===== config.mk =====
export PLATFORM = sky130hd
export DESIGN_NAME = wedge_accept_ctrl
export DESIGN_NICKNAME = d
export VERILOG_FILES = /design/src/rtl/wedge_accept_ctrl.sv
export SDC_FILE = /design/constraint.sdc
export NUM_CORES = 1
export LEC_CHECK = 0
export CAP_MARGIN = 20
export CORE_MARGIN = 5
export CORE_UTILIZATION = 49
export CTS_CLUSTER_DIAMETER = 120
export DETAILED_ROUTE_END_ITERATION = 12
export PLACE_DENSITY = 0.85
export SYNTH_ARGS = -nofsm -noshare
export SYNTH_HDL_FRONTEND = slang
export SYNTH_SLANG_ARGS = --single-unit

===== constraint.sdc =====
create_clock -name clk_i -period 3 [get_ports clk_i]
set_input_delay 0.6 -clock clk_i [delete_from_list [all_inputs] [get_ports clk_i]]
set_output_delay 0.6 -clock clk_i [all_outputs]
set_load 0.005 [all_outputs]

===== src/rtl/wedge_accept_ctrl.sv =====
// Wedge-test sequencer for the GRNG core.
// Takes one candidate at a time, presents it to the wedge comparator,
// waits out the comparator latency, then either emits the sample
// downstream or drops it and counts the rejection.
module wedge_accept_ctrl #(
  parameter int unsigned CMP_LATENCY = 1,   // 1..7
  parameter int unsigned MAX_REJECT  = 64   // 1..65535
) (
  input  logic        clk_i,
  input  logic        rst_i,

  // Candidate stream
  input  logic        cand_valid_i,
  output logic        cand_ready_o,
  input  logic [31:0] cand_abs_i,
  input  logic        cand_sign_i,
  input  logic [31:0] cand_ratio_i,

  // Comparator interface
  output logic [31:0] abs_value_o,
  output logic [31:0] wedge_bound_ratio_o,
  input  logic        cmp_value_i,

  // Accepted sample stream
  output logic        out_valid_o,
  input  logic        out_ready_i,
  output logic [31:0] out_sample_o,
  output logic        out_sign_o,

  // Statistics
  output logic        reject_pulse_o,
  output logic [15:0] reject_cnt_o,
  output logic        err_runaway_o
);

  typedef enum logic [1:0] {StIdle, StWait, StDecide, StOut} state_e;

  localparam logic [2:0]  WaitLast = 3'(CMP_LATENCY - 1);
  localparam logic [15:0] MaxRej   = 16'(MAX_REJECT);

  state_e      state_q, state_d;
  logic [2:0]  wait_q, wait_d;
  logic        cand_ready_q, cand_ready_d;
  logic [31:0] abs_q, abs_d;
  logic [31:0] ratio_q, ratio_d;
  logic        sign_q, sign_d;
  logic        out_valid_q, out_valid_d;
  logic [31:0] out_sample_q, out_sample_d;
  logic        out_sign_q, out_sign_d;
  logic        reject_pulse_q, reject_pulse_d;
  logic [15:0] reject_cnt_q, reject_cnt_d;
  logic [15:0] consec_q, consec_d;
  logic        err_q, err_d;

  // Next-state and next-output computation for the sequencer.
  always_comb begin
    state_d        = state_q;
    wait_d         = wait_q;
    cand_ready_d   = cand_ready_q;
    abs_d          = abs_q;
    ratio_d        = ratio_q;
    sign_d         = sign_q;
    out_valid_d    = out_valid_q;
    out_sample_d   = out_sample_q;
    out_sign_d     = out_sign_q;
    reject_pulse_d = 1'b0;
    reject_cnt_d   = reject_cnt_q;
    consec_d       = consec_q;
    err_d          = err_q;

    unique case (state_q)
      StIdle: begin
        // cand_ready is registered, so it only rises one cycle after reset release.
        cand_ready_d = 1'b1;
        if (cand_valid_i && cand_ready_q) begin
          abs_d        = cand_abs_i;
          ratio_d      = cand_ratio_i;
          sign_d       = cand_sign_i;
          wait_d       = 3'd0;
          cand_ready_d = 1'b0;
          state_d      = StWait;
        end
      end

      StWait: begin
        if (wait_q == WaitLast) begin
          state_d = StDecide;
        end else begin
          wait_d = wait_q + 3'd1;
        end
      end

      StDecide: begin
        if (cmp_value_i) begin
          out_valid_d  = 1'b1;
          out_sample_d = abs_q;
          out_sign_d   = sign_q;
          consec_d     = 16'd0;
          state_d      = StOut;
        end else begin
          reject_pulse_d = 1'b1;
          cand_ready_d   = 1'b1;
          state_d        = StIdle;
          if (reject_cnt_q != 16'hFFFF) begin
            reject_cnt_d = reject_cnt_q + 16'd1;
          end
          if (consec_q != MaxRej) begin
            consec_d = consec_q + 16'd1;
          end
          // Sticky: only reset clears the runaway flag.
          if (consec_d == MaxRej) begin
            err_d = 1'b1;
          end
        end
      end

      StOut: begin
        if (out_ready_i) begin
          out_valid_d  = 1'b0;
          cand_ready_d = 1'b1;
          state_d      = StIdle;
        end
      end

      default: begin
        state_d = StIdle;
      end
    endcase
  end

  // State and registered outputs; synchronous reset aborts any transaction.
  always_ff @(posedge clk_i) begin
    if (rst_i) begin
      state_q        <= StIdle;
      wait_q         <= 3'd0;
      cand_ready_q   <= 1'b0;
      abs_q          <= 32'd0;
      ratio_q        <= 32'd0;
      sign_q         <= 1'b0;
      out_valid_q    <= 1'b0;
      out_sample_q   <= 32'd0;
      out_sign_q     <= 1'b0;
      reject_pulse_q <= 1'b0;
      reject_cnt_q   <= 16'd0;
      consec_q       <= 16'd0;
      err_q          <= 1'b0;
    end else begin
      state_q        <= state_d;
      wait_q         <= wait_d;
      cand_ready_q   <= cand_ready_d;
      abs_q          <= abs_d;
      ratio_q        <= ratio_d;
      sign_q         <= sign_d;
      out_valid_q    <= out_valid_d;
      out_sample_q   <= out_sample_d;
      out_sign_q     <= out_sign_d;
      reject_pulse_q <= reject_pulse_d;
      reject_cnt_q   <= reject_cnt_d;
      consec_q       <= consec_d;
      err_q          <= err_d;
    end
  end

  assign cand_ready_o        = cand_ready_q;
  assign abs_value_o         = abs_q;
  assign wedge_bound_ratio_o = ratio_q;
  assign out_valid_o         = out_valid_q;
  assign out_sample_o        = out_sample_q;
  assign out_sign_o          = out_sign_q;
  assign reject_pulse_o      = reject_pulse_q;
  assign reject_cnt_o        = reject_cnt_q;
  assign err_runaway_o       = err_q;

endmodule


; Word level (Yosys, flattened, before mapping)
; Cells that the tools add are included.
[op_classes]
magnitude_cmp = 0
shift = 0
mul = 0
n_reduce_logical = 15
eq_ne = 12
n_bitwise = 2
n_mux = 20
n_div = 0
addsub = 3
[op_table]
columns = cell, count
row1 = 16-bit 2-to-1 mux, 4
row2 = 16-bit by 1-bit adder with 16-bit output (second input constant), 2
row3 = 3-bit AND reduction, 6
row4 = 16-bit by 7-bit == test with 1-bit output (second input constant), 1
row5 = 16-bit inequality test (second input constant), 1
row6 = 16-bit by 7-bit inequality test with 1-bit output (second input constant), 1
row7 = 2-bit inequality test (second input constant), 6
row8 = 2-bit 2-to-1 mux, 4
row9 = 2-bit case mux with 4 select lines, 1
row10 = 1-bit 2-to-1 mux, 6
row11 = 3-bit 2-to-1 mux, 2
row12 = 3-bit case mux with 2 select lines, 1
row13 = 2-bit == test (second input constant), 2
row14 = 2-bit AND reduction, 2
row15 = 2-bit nonzero test, 2
row16 = 3-bit by 1-bit adder with 3-bit output (second input constant), 1
row17 = 3-bit zero test, 1
row18 = 1-bit case mux with 3 select lines, 1
row19 = 3-bit nonzero test, 1
row20 = 2-bit by 1-bit == test with 1-bit output (second input constant), 1
row21 = 2-bit zero test, 1
row22 = 1-bit inverter, 2
row23 = 1-bit case mux with 2 select lines, 1
row24 = 2-bit OR reduction, 1
row25 = 1-bit logical AND, 1
[word_totals]
in_bits = 70
latch_bits = 0
n_memories = 0
ram_bits = 0
rom_bits = 0
ff_bits = 139
word_cells = 65
out_inout_bits = 117

; Depth between registers and ports, before layout
; Gate-level depths: netlist (run 1).
[depth]
depth_word = 6
depth_mapped = 8
depth_no_buf = 7

; Worst setup path before layout (run 1)
; No wires, ideal clock.
[synth_path]
path_type = in2reg
start = input cmp_value_i
end = register reject_cnt_q[14], in the netlist reject_cnt_o[14]
stages = 6
required_ps = 2872
arrival_ps = 1741
path_buffers = 1
setup_slack_ps = 1132
setup_time_ps = 128
cell_sequence = clkbuf_1 -> nor3b_4 -> nand3_1 -> nor4b_2 -> xnor2_1 -> nor2_1
[synth_via]
elab_chain_len = 2
[synth_lines]
columns = element, line
row1 = from (decl), 22  ; input logic cmp_value_i,
row2 = 1-bit inverter (no source line), --
row3 = 3-bit AND reduction (no source line), --
row4 = to (signal assigned), 158  ; reject_cnt_q <= reject_cnt_d;
row5 = to (decl), 51  ; logic [15:0] reject_cnt_q, reject_cnt_d;
; No other way between the ends.
; A chain may end at the register's enable or synchronous reset.

; Worst setup path after layout (run 1)
[layout_path]
start = register consec_q[0]
end = register consec_q[14]
[layout_via]
elab_chain_len = 5
word_cells_on_any_way = 6
cone_classes = 1 x add/sub / 1 x eq/ne / 4 x mux
[layout_lines]
columns = element, line
row1 = from (decl), 52  ; logic [15:0] consec_q, consec_d;
row2 = from (signal assigned), 159  ; consec_q <= consec_d;
row3 = 16-bit by 1-bit adder with 16-bit output or 16-bit by 7-bit inequality test with 1-bit output (tied branches), "108, 107"
row4 = 16-bit 2-to-1 mux *, 107  ; if (consec_q != MaxRej) begin
row5 = 16-bit 2-to-1 mux *, 94  ; if (cmp_value_i) begin
row6 = 16-bit 2-to-1 mux *, 71  ; unique case (state_q)
row7 = 16-bit 2-to-1 mux *, 94
; Every way passes the cells marked *; elsewhere a longest branch is shown, timed or not. The select of a mux whose other input is x is not followed.

==> impl_results.md, run 1 <==
* Syn Inst Count at 723
* Register area share after synthesis at 0.492
* Max Cap Viol at 0
* Gr usage total at 0.230
* # port buffers at 186
* Routed Antenna Nets at 0
* Pwr Density at 573 nW/µm²
* Max-slew headroom at 0.666
* Met3 WL post-DR at 1420 µm
* Fillers at 870
* Hold slack at 0.451 ns
* CTS resizes at 0
* Total of warnings raised by yosys at 0
* DRT Pass-1 Iters at 6
* Met2 WL at 8270 µm
* P_leak at 2.82 nW
* Max-slew violations at 0
* Hold EP: wedge_bound_ratio_o[1]
* Max frequency at 449 MHz
* Share of cells above drive strength 1 at 0.0613
* Seq cells post-synth at 139
* Avg Synthesized Cell Area at 7.82 µm²
* Worst setup path class: flip-flop to flip-flop
* Worst Clk Skew at 0.00979 ns
* TritonCTS Buffers at 17
* Syn_nets at 798
* Antenna Cells at 0
* CP Capture Type: flip-flop
* Routed WL per cell at 15.6 µm
* CTS tree: done
* Clk pin slew, worst setup/hold paths at 0.05 ns
* CTS sink cnt at 139
* Drt total wl at 16,300 µm
* Placed cell area at 7570 µm²
* Dominant synthesized flop cell: dfxtp_1
* Die Ht at 117 µm
* Fin util at 0.720
* Cell area after synthesis at 5660 µm²
* Tmin final at 2.23 ns
* Largest net degree at the start of global routing at 69
* Hold path startpoint: wedge_bound_ratio_o[1]
* Vias in the first global route at 5,311
* Initial antenna violation count at 0
* Vias at 5,516
* Final nets at 959
* Core area at 11,400 µm²
* Latest clock arrival within the worst-skew pair at 0.42 ns
* Clk root buf: clkbuf_16
* Share of async-settable or async-resettable flops after synthesis at 0
* Worst VDD drop at 0.000537 V
* Layout area overhead at 44.7%
* R2R depth at 6
* Initial core utilization at 0.497
* Remaining DRCs at 0
* Final setup vio count at 0
* Worst setup SP type: flip-flop
* I/O pins at 187
* Gr ovfl total at 0
* Metal-1 WL at 6250 µm
* Worst EP arrival at 2.57 ns
* Top routing layer in use: met4
* Final instance area at 8180 µm²
* Setup tns final at 0 ns
* FF-to-FF End: consec_q[14]
* Cell row count at 39
* RSZ-0062 raised after global routing: false
* Die area at 13,800 µm²
* Critical Path Fanout Max at 9
* Hold violation total from the final report at 0
* Iteration-0 DRC Markers at 404
* Worst min-delay path class: flip-flop to flip-flop
* Clock buffer depth at 2
* Distinct cells, synth at 55
* Least-Margin Pin Slew at 0.501 ns
* Hold-fix buffers at CTS at 0
* R2r setup slk at 0.77 ns
* Crit share post-route at 0.742
* H-tree depth at 4
* RD Place Congestion at 0.846
* Post-synth EDFFs at 0
* RR Startpoint: consec_q[0]
* First-pass GRT wire length at 26,400 µm
* Die width at 117 µm
* Vias per cell at 5.30
* Hpwl dp at 10,900 µm
* Critical path data required time at 3.34 ns
* Post-CTS Setup Repair Bufs at 0
* Hold Crit Depth at 2
* Status: finished, final reports clean
sequential cells by signal (all words and copies together), names as in the netlist:
| signal | cells |
|---|---|
| err_runaway_o | 1 |
| out_sign_o | 1 |
| out_sample_o | 32 |
| consec_q | 16 |
| sign_q | 1 |
| abs_value_o | 32 |
| reject_pulse_o | 1 |
| wait_q | 3 |
| cand_ready_o | 1 |
| out_valid_o | 1 |
| state_q | 2 |
| reject_cnt_o | 16 |
| wedge_bound_ratio_o | 32 |
per-stage QoR:
| step | cells | power (mW) | setup slack, ns |
|---|---|---|---|
| after floorplan | 723 | 2.26 | 1.13 |
| after global placement | 1008 | 2.58 | 0.694 |
| after detailed placement | 1008 | 2.59 | 0.653 |
| after CTS | 1040 | 4.72 | 0.805 |
| after global routing | 1040 | 4.87 | 0.638 |
| final | 1040 | 4.69 | 0.774 |
logic make-up (layout without fill, tap and decap cells):
group | after synthesis | in the layout | synth area share
flip-flops | 139 | 139 | 0.492
AND/OR/NAND/NOR | 333 | 333 | 0.260
AO/OA/AOI/OAI | 166 | 166 | 0.161
XOR/XNOR | 15 | 15 | 0.0232
adder cells (fa/ha/maj) | 5 | 5 | 0.0111
multiplexers | 2 | 2 | 0.00354
buffers and inverters | 63 | 237 | 0.0491
cell type report:
| cell class | instances | area (µm²) | area share |
|---|---|---|---|
| flip-flops and latches | 139 | 2780 | 0.340 |
| multi-input cells | 521 | 2610 | 0.318 |
| repair buffers | 196 | 1970 | 0.241 |
| clock buffers | 20 | 467 | 0.0570 |
| well taps | 143 | 179 | 0.0219 |
| clock inverters | 12 | 144 | 0.0176 |
| inverters | 9 | 33.8 | 0.00413 |
critical path: stages (launching register included):
cell     delay [ns]
dfxtp_1        0.44
ha_1           0.37
and4_1         0.42
and4_4         0.31
nand2_2        0.06
or4_1          0.40
a21oi_1        0.15
layout by cell type, fill, tap and decap left out, types with 8 or more instances in the layout:
cell             instances
inv_1                    9
clkbuf_16               17
xnor2_1                  9
o21ai_0                 16
a21oi_1                119
nor2_1                  39
nand4_1                  8
nor3_1                  12
clkdlybuf4s50_1        185
buf_4                    8
dfxtp_1                139
nand3_1                 13
nand2_1                219
synth_stat cells, types with 2 or more instances:
cell type | count | area, µm²
nand2b_1 | 4 | 25.0
and3_2 | 2 | 15.0
buf_6 | 2 | 22.5
o211ai_1 | 3 | 22.5
and2_1 | 2 | 12.5
and4_1 | 6 | 52.6
or4_1 | 2 | 15.0
o21ai_1 | 3 | 15.0
or3_1 | 5 | 31.3
buf_1 | 4 | 15.0
buf_2 | 13 | 65.1
nor3_1 | 13 | 65.1
and3_1 | 3 | 18.8
nor2b_1 | 2 | 12.5
nand4_1 | 8 | 50.1
clkbuf_1 | 34 | 128
mux2i_1 | 2 | 20.0
a22oi_1 | 5 | 37.5
xnor2_1 | 9 | 78.8
a21oi_1 | 119 | 596
nor2_1 | 39 | 146
dfxtp_1 | 139 | 2780
inv_1 | 9 | 33.8
a31oi_1 | 3 | 18.8
xor2_1 | 6 | 52.6
nor4_1 | 3 | 18.8
ha_1 | 5 | 62.6
o21ai_0 | 16 | 80.1
a211oi_1 | 5 | 37.5
nand3_1 | 14 | 70.1
nand2_1 | 219 | 822
report_power, final:
group	internal, mW	leakage, nW	switching [mW]
registers	1.93	1.13	0.0659
logic	0.286	1.39	0.268
clock network	1.37	0.302	0.778
worst max path at each step:
stage / start / endpoint / slack (ns) / cells past startpoint
detailed placement: cmp_value_i / reject_cnt_o[14] / 0.65 / 6
finish: consec_q[0] / consec_q[14] / 0.77 / 6
CTS: consec_q[0] / consec_q[14] / 0.81 / 6
global route: consec_q[0] / consec_q[14] / 0.64 / 6
floorplan: cmp_value_i / reject_cnt_o[14] / 1.13 / 6
global placement: cmp_value_i / reject_cnt_o[14] / 0.69 / 6
metal layers:
| layer | vias to the layer above | track usage |
|---|---|---|
| li1 | 2754 | - |
| met1 | 2555 | 0.247 |
| met2 | 177 | 0.404 |
| met3 | 30 | 0.0987 |
| met4 | 0 | 0.0783 |
| met5 | - | 0 |
Power figures use the tool's default switching activity.
==> run 2: changes to the inputs <==
--- a/config.mk
+++ b/config.mk
@@ -7,10 +7,10 @@
 export LEC_CHECK = 0
 export CAP_MARGIN = 20
 export CORE_MARGIN = 5
-export CORE_UTILIZATION = 49
+export CORE_UTILIZATION = 41
 export CTS_CLUSTER_DIAMETER = 120
 export DETAILED_ROUTE_END_ITERATION = 12
-export PLACE_DENSITY = 0.85
+export PLACE_DENSITY = 0.76
 export SYNTH_ARGS = -nofsm -noshare
 export SYNTH_HDL_FRONTEND = slang
 export SYNTH_SLANG_ARGS = --single-unit
==> constraint.sdc (replaced) <==
create_clock -name clk_i -period 1.84 [get_ports clk_i]
set_input_delay 0.368 -clock clk_i [delete_from_list [all_inputs] [get_ports clk_i]]
set_output_delay 0.368 -clock clk_i [all_outputs]
set_load 0.005 [all_outputs]
==> impl_results.md, run 2 (synthesis results as in run 1) <==
* Critical Path Fanout Max at 6 (-3)
* Post-Layout Cell Count at 1,118 (+7.5%)
* DRT Pass-1 Iters at 5 (-1)
* Share of cells above drive strength 1 at 0.110 (+0.0485)
* Critical path data required time at 1.47 ns (-1.87 ns)
* Fin util at 0.630 (-0.0895)
* Routed Antenna Nets at 0 (unchanged)
* R2R depth at 6 (unchanged)
* Final setup vio count at 0 (unchanged)
* H-tree depth at 4 (unchanged)
* Leading cell type in the layout, fill and taps excluded: nand2_1
* Tot Pwr at 7.71 mW (+64%)
* Vias at 5,655 (+2.5%)
* Core area at 13,700 µm² (+21%)
* Crit. Startpoint: reject_cnt_o[1]
* I/O pins at 187 (unchanged)
* CP Capture Type: output port
* Hold-fix buffers at CTS at 0 (unchanged)
* Worst Clk Skew at 0.00874 ns (-0.00104 ns)
* Hold path startpoint: rst_i
* Die width at 127 µm (+8.5%)
* TritonCTS Buffers at 17 (unchanged)
* Least-Margin Pin Slew at 0.431 ns (-0.0701 ns)
* Vias per cell at 5.06 (-4.6%)
* Layout area overhead at 52.9%
* # port buffers at 186 (unchanged)
* Placed cell area at 8000 µm² (+5.7%)
* Clk pin slew, worst setup/hold paths at 0.06 ns (about the same)
* Initial core utilization at 0.412 (-0.0852)
* Clk root buf: clkbuf_16
* CTS sink cnt at 139 (unchanged)
* Drt total wl at 16,400 µm (+0.87%)
* Final instance area at 8650 µm² (+5.7%)
* Final nets at 1,000 (+4.3%)
* RSZ-0062 raised after global routing: false
* RR Startpoint: consec_q[0]
* Worst-path cell chain: clkdlybuf4s50_1
* Max-slew headroom at 0.710 (+0.0443)
* Gr usage total at 0.202 (-0.0285)
* Routed WL per cell at 14.7 µm (-6.2%)
* Hold EP: consec_q[9]
* FF-to-FF End: consec_q[14]
* WP buf/inv at 1 (+1)
* Vias in the first global route at 5,637 (+6.1%)
* Hpwl dp at 11,500 µm (+4.9%)
* CTS tree: done
* Max-slew violations at 0 (unchanged)
* Worst min-delay path class: input port to flip-flop
* Biggest cell delay along the critical path at 0.55 ns (+0.11 ns)
* CP max stage cell: clkdlybuf4s50_1
* Status: finished, final reports clean
* Largest net degree at the start of global routing at 79 (+14%)
* Max Cap Viol at 0 (unchanged)
* Worst EP arrival at 1.41 ns (-1.16 ns)
* Hold violation total from the final report at 0 (unchanged)
* Initial antenna violation count at 0 (unchanged)
* Gr ovfl total at 0 (unchanged)
* Antenna Cells at 0 (unchanged)
* Min setup slack post-route at 0.0584 ns (-0.716 ns)
* Iteration-0 DRC Markers at 279 (-31%)
* Pwr Density at 891 nW/µm² (+55%)
* Worst setup path class: flip-flop to output port
* Post-place setup slack at -0.212 ns (-0.864 ns)
* Most frequent cells in the layout: 219 x nand2_1, 185 x clkdlybuf4s50_1, 136 x dfxtp_1
* CP top delay family: buffers and inverters
* Clock buffer depth at 2 (unchanged)
* Hold Crit Depth at 2 (unchanged)
* Crit share post-route at 0.968
* Setup tns final at 0 ns (unchanged)
* Hold slack at 0.353 ns (-0.0982 ns)
* Max frequency at 561 MHz
* First-pass GRT wire length at 26,800 µm (+1.7%)
* P_leak at 3.04 nW (+7.9%)
* Die Ht at 127 µm (+8.5%)
* Cell row count at 43 (+10%)
* RD Place Congestion at 0.878 (+3.9%)
* Placed Cells at 1,086 (+7.7%)
* Latest clock arrival within the worst-skew pair at 0.42 ns (about the same)
* Die area at 16,200 µm² (+18%)
* R2r setup slk at 0.10 ns (-0.67 ns)
* Worst VDD drop at 0.000700 V (+30%)
* Worst setup SP type: flip-flop
* Remaining DRCs at 0 (unchanged)
* Tmin final at 1.78 ns
run 2: where the power goes:
part | switching, mW | internal [mW] | total (mW)
Sequential | 0.0890 | 3.14 | 3.23
Combinational | 0.465 | 0.548 | 1.01
Clock | 1.29 | 2.17 | 3.46
run 2: per-layer routing:
layer,vias up,track usage,part of all wire
met3,32,0.0744,0.081
met5,-,0,0
met4,0,0.0845,0.023
met1,2609,0.230,0.41
li1,2838,-,-
met2,176,0.339,0.48
run 2: area by class of cell:
class | instances | area, µm²
clock buffer | 23 | 498
multi-input combinational | 521 | 2640
clock inverter | 9 | 109
sequential | 139 | 2790
timing repair buffer | 237 | 2350
inverter | 9 | 33.8
tap | 180 | 225
fill | 1184 | 5070
run 2: timing repair:
item | 4_1_cts | 5_1_grt
buffers inserted | 0 | 0
endpoints found under the hold margin | 0 | 0
setup endpoints to repair | 1 | 4
gates cloned | 0 | 0
resized for setup | 4 | 6
run 2: how the worst max path moves through the flow:
stage,slack [ns],depth (start not counted),endpoint
2_1_floorplan,0.004,8,consec_q[14]
3_3_place_gp,-0.19,6,reject_cnt_o[14]
3_5_place_dp,-0.21,7,reject_cnt_o[5]
4_1_cts,0.02,6,consec_q[14]
5_1_grt,0.01,1,reject_cnt_o[2]
6_report,0.06,1,reject_cnt_o[1]
==> run 3: changes to the inputs <==
--- a/config.mk
+++ b/config.mk
@@ -6,11 +6,14 @@
 export NUM_CORES = 1
 export LEC_CHECK = 0
 export CAP_MARGIN = 20
+export CELL_PAD_IN_SITES_DETAIL_PLACEMENT = 1
+export CELL_PAD_IN_SITES_GLOBAL_PLACEMENT = 1
 export CORE_MARGIN = 5
-export CORE_UTILIZATION = 41
+export CORE_UTILIZATION = 29
 export CTS_CLUSTER_DIAMETER = 120
 export DETAILED_ROUTE_END_ITERATION = 12
-export PLACE_DENSITY = 0.76
+export PLACE_DENSITY_LB_ADDON = 0.1
 export SYNTH_ARGS = -nofsm -noshare
 export SYNTH_HDL_FRONTEND = slang
 export SYNTH_SLANG_ARGS = --single-unit
+export TNS_END_PERCENT = 50
==> impl_results.md, run 3 (synthesis results as in run 1) <==
* Worst setup path class: flip-flop to output port
* Max-slew violations at 0 (unchanged)
* FF+latch area at 2790 µm² (about the same)
* Routed WL per cell at 16.3 µm (+11%)
* Tmin final at 1.78 ns (-0.00253 ns)
* Gr ovfl total at 0 (unchanged)
* Clock buffer depth at 2 (unchanged)
* R2R depth at 6 (unchanged)
* Clk root buf: clkbuf_16
* Final instance area at 8730 µm² (+1.0%)
* Worst EP arrival at 1.41 ns (about the same)
* Hold slack at 0.374 ns (+0.0212 ns)
* Grt met2 use at 0.307 (-0.0324)
* CTS tree: done
* Worst min-delay path class: input port to flip-flop
* Grt peak-use layer: met2
* Die area at 22,400 µm² (+38%)
* Placed cell area at 8060 µm² (+0.77%)
* Clk pin slew, worst setup/hold paths at 0.06 ns (about the same)
* Tot Pwr at 7.89 mW (+2.4%)
* Routing usage on met1 at 0.197 (-0.0335)
* Critical path data required time at 1.47 ns (about the same)
* Remaining DRCs at 0 (unchanged)
* CP Capture Type: output port
* Crit share post-route at 0.967 (-0.00138)
* Max-slew headroom at 0.711 (about the same)
* Vias per cell at 4.83 (-4.6%)
* Critical Path Fanout Max at 5 (-1)
* P_leak at 3.04 nW (about the same)
* Drt total wl at 19,600 µm (+19%)
* Share of cells above drive strength 1 at 0.110 (+0.000117)
* Worst VDD drop at 0.000661 V (-5.5%)
* Pwr Density at 904 nW/µm² (+1.4%)
* Last element of the critical path: reject_cnt_o[0]
* Vias at 5,808 (+2.7%)
* # port buffers at 186 (unchanged)
* Fillers at 2,311 (+95%)
* Gr usage total at 0.177 (-0.0244)
* Iteration-0 DRC Markers at 204 (-27%)
* Layout area overhead at 54.4%
* RR Startpoint: consec_q[0]
* Most frequent cells in the layout: 219 x nand2_1, 185 x clkdlybuf4s50_1, 134 x dfxtp_1
* Die Ht at 150 µm (+17%)
* Crit. Startpoint: reject_cnt_o[0]
* Worst Clk Skew at 0.0114 ns (+0.00270 ns)
* Core area at 19,300 µm² (+41%)
* Hold path startpoint: rst_i
* Initial antenna violation count at 0 (unchanged)
* Final nets at 1,000 (unchanged)
* R2r setup slk at 0.11 ns (about the same)
* First-pass GRT wire length at 31,700 µm (+18%)
* Max frequency at 562 MHz (+0.14%)
* Leading cell type in the layout, fill and taps excluded: nand2_1
* RD Place Congestion at 0.809 (-7.9%)
* Cell row count at 51 (+19%)
* Setup tns final at 0 ns (unchanged)
* I/O pins at 187 (unchanged)
* Latest clock arrival within the worst-skew pair at 0.42 ns (about the same)
* Routed Antenna Nets at 0 (unchanged)
* Least-Margin Pin Slew at 0.434 ns (+0.00326 ns)
* TritonCTS Buffers at 17 (unchanged)
* H-tree depth at 4 (unchanged)
* Largest net degree at the start of global routing at 66 (-16%)
* CTS sink cnt at 139 (unchanged)
* Hold violation total from the final report at 0 (unchanged)
* Max Cap Viol at 0 (unchanged)
* Worst setup SP type: flip-flop
* Vias in the first global route at 6,139 (+8.9%)
* Hpwl dp at 14,200 µm (+24%)
* DRT Pass-1 Iters at 4 (-1)
* Multi-input gate area at 2630 µm² (-0.43%)
* Status: finished, final reports clean
* FF-to-FF End: consec_q[14]
* Initial core utilization at 0.292 (-0.120)
* Final setup vio count at 0 (unchanged)
* Die width at 150 µm (+17%)
* RSZ-0062 raised after global routing: false
* GRT met3 Usage at 0.0672 (-0.00718)
==> run 3: changes by cell type in the layout (fill, tap and decap cells not counted), sizes merged <==
cell and change:
clkinvlp -2, clkinv +2, clkbuf -2, inv -1
diode +1, bufinv +2
==> run 3: repair_timing <==
action | 4_1_cts | 5_1_grt
gates resized for setup | 1 | 10
buffers inserted | 0 | 1
gates cloned | 0 | 0
hold buffers | 0 | 0
endpoints found under the setup margin | 1 | 6
endpoints found under the hold margin | 0 | 0
pin swaps | 0 | 1
==> run 3: per-stage QoR <==
step	instances	setup WS [ns]	utilization
after CTS	1201	0.0203	0.450
after global placement	1170	-0.188	0.417
after global routing	1202	0.00768	0.451
final	1203	0.0609	0.452
after floorplan	723	0.00411	-
after detailed placement	1170	-0.253	0.417
==> run 3: worst max-delay path, stage by stage (launching register included) <==
cell,delay [ns]
dfxtp_2,0.34
buf_4,0.15
clkdlybuf4s50_1,0.51
==> run 3: worst min-delay path by stage <==
stage / endpoint / slack (ns) / cells past startpoint
5_1_grt: reject_pulse_o / 0.39 / 2
2_1_floorplan: out_sign_o / 0.43 / 2
3_3_place_gp: out_sign_o / 0.44 / 2
4_1_cts: reject_pulse_o / 0.36 / 2
6_report: reject_pulse_o / 0.37 / 2
3_5_place_dp: out_sample_o[26] / 0.45 / 2
==> run 3: per-layer routing <==
| metal | wire [µm] | up-vias | share of wire |
|---|---|---|---|
| li1 | - | 2832 | - |
| met1 | 7870 | 2812 | 0.40 |
| met2 | 9740 | 138 | 0.50 |
| met3 | 1510 | 26 | 0.077 |
| met4 | 442 | 0 | 0.023 |
| met5 | 0 | - | 0 |
==> run 3: layout make-up <==
| cell class | instances | area share |
|---|---|---|
| repair buffers | 237 | 0.266 |
| clock buffers | 21 | 0.0527 |
| flip-flops and latches | 139 | 0.320 |
| clock inverters | 10 | 0.0191 |
| well taps | 265 | 0.0380 |
| inverters | 9 | 0.00387 |
| multi-input cells | 521 | 0.301 |
| diodes | 1 | 0.000287 |
==> run 3: power breakdown <==
group          switching (mW)  leakage [nW]  internal [mW]
combinational           0.482          1.61          0.527
clock                    1.31         0.299           2.34
sequential             0.0942          1.13           3.14
total                    1.89          3.04           6.01
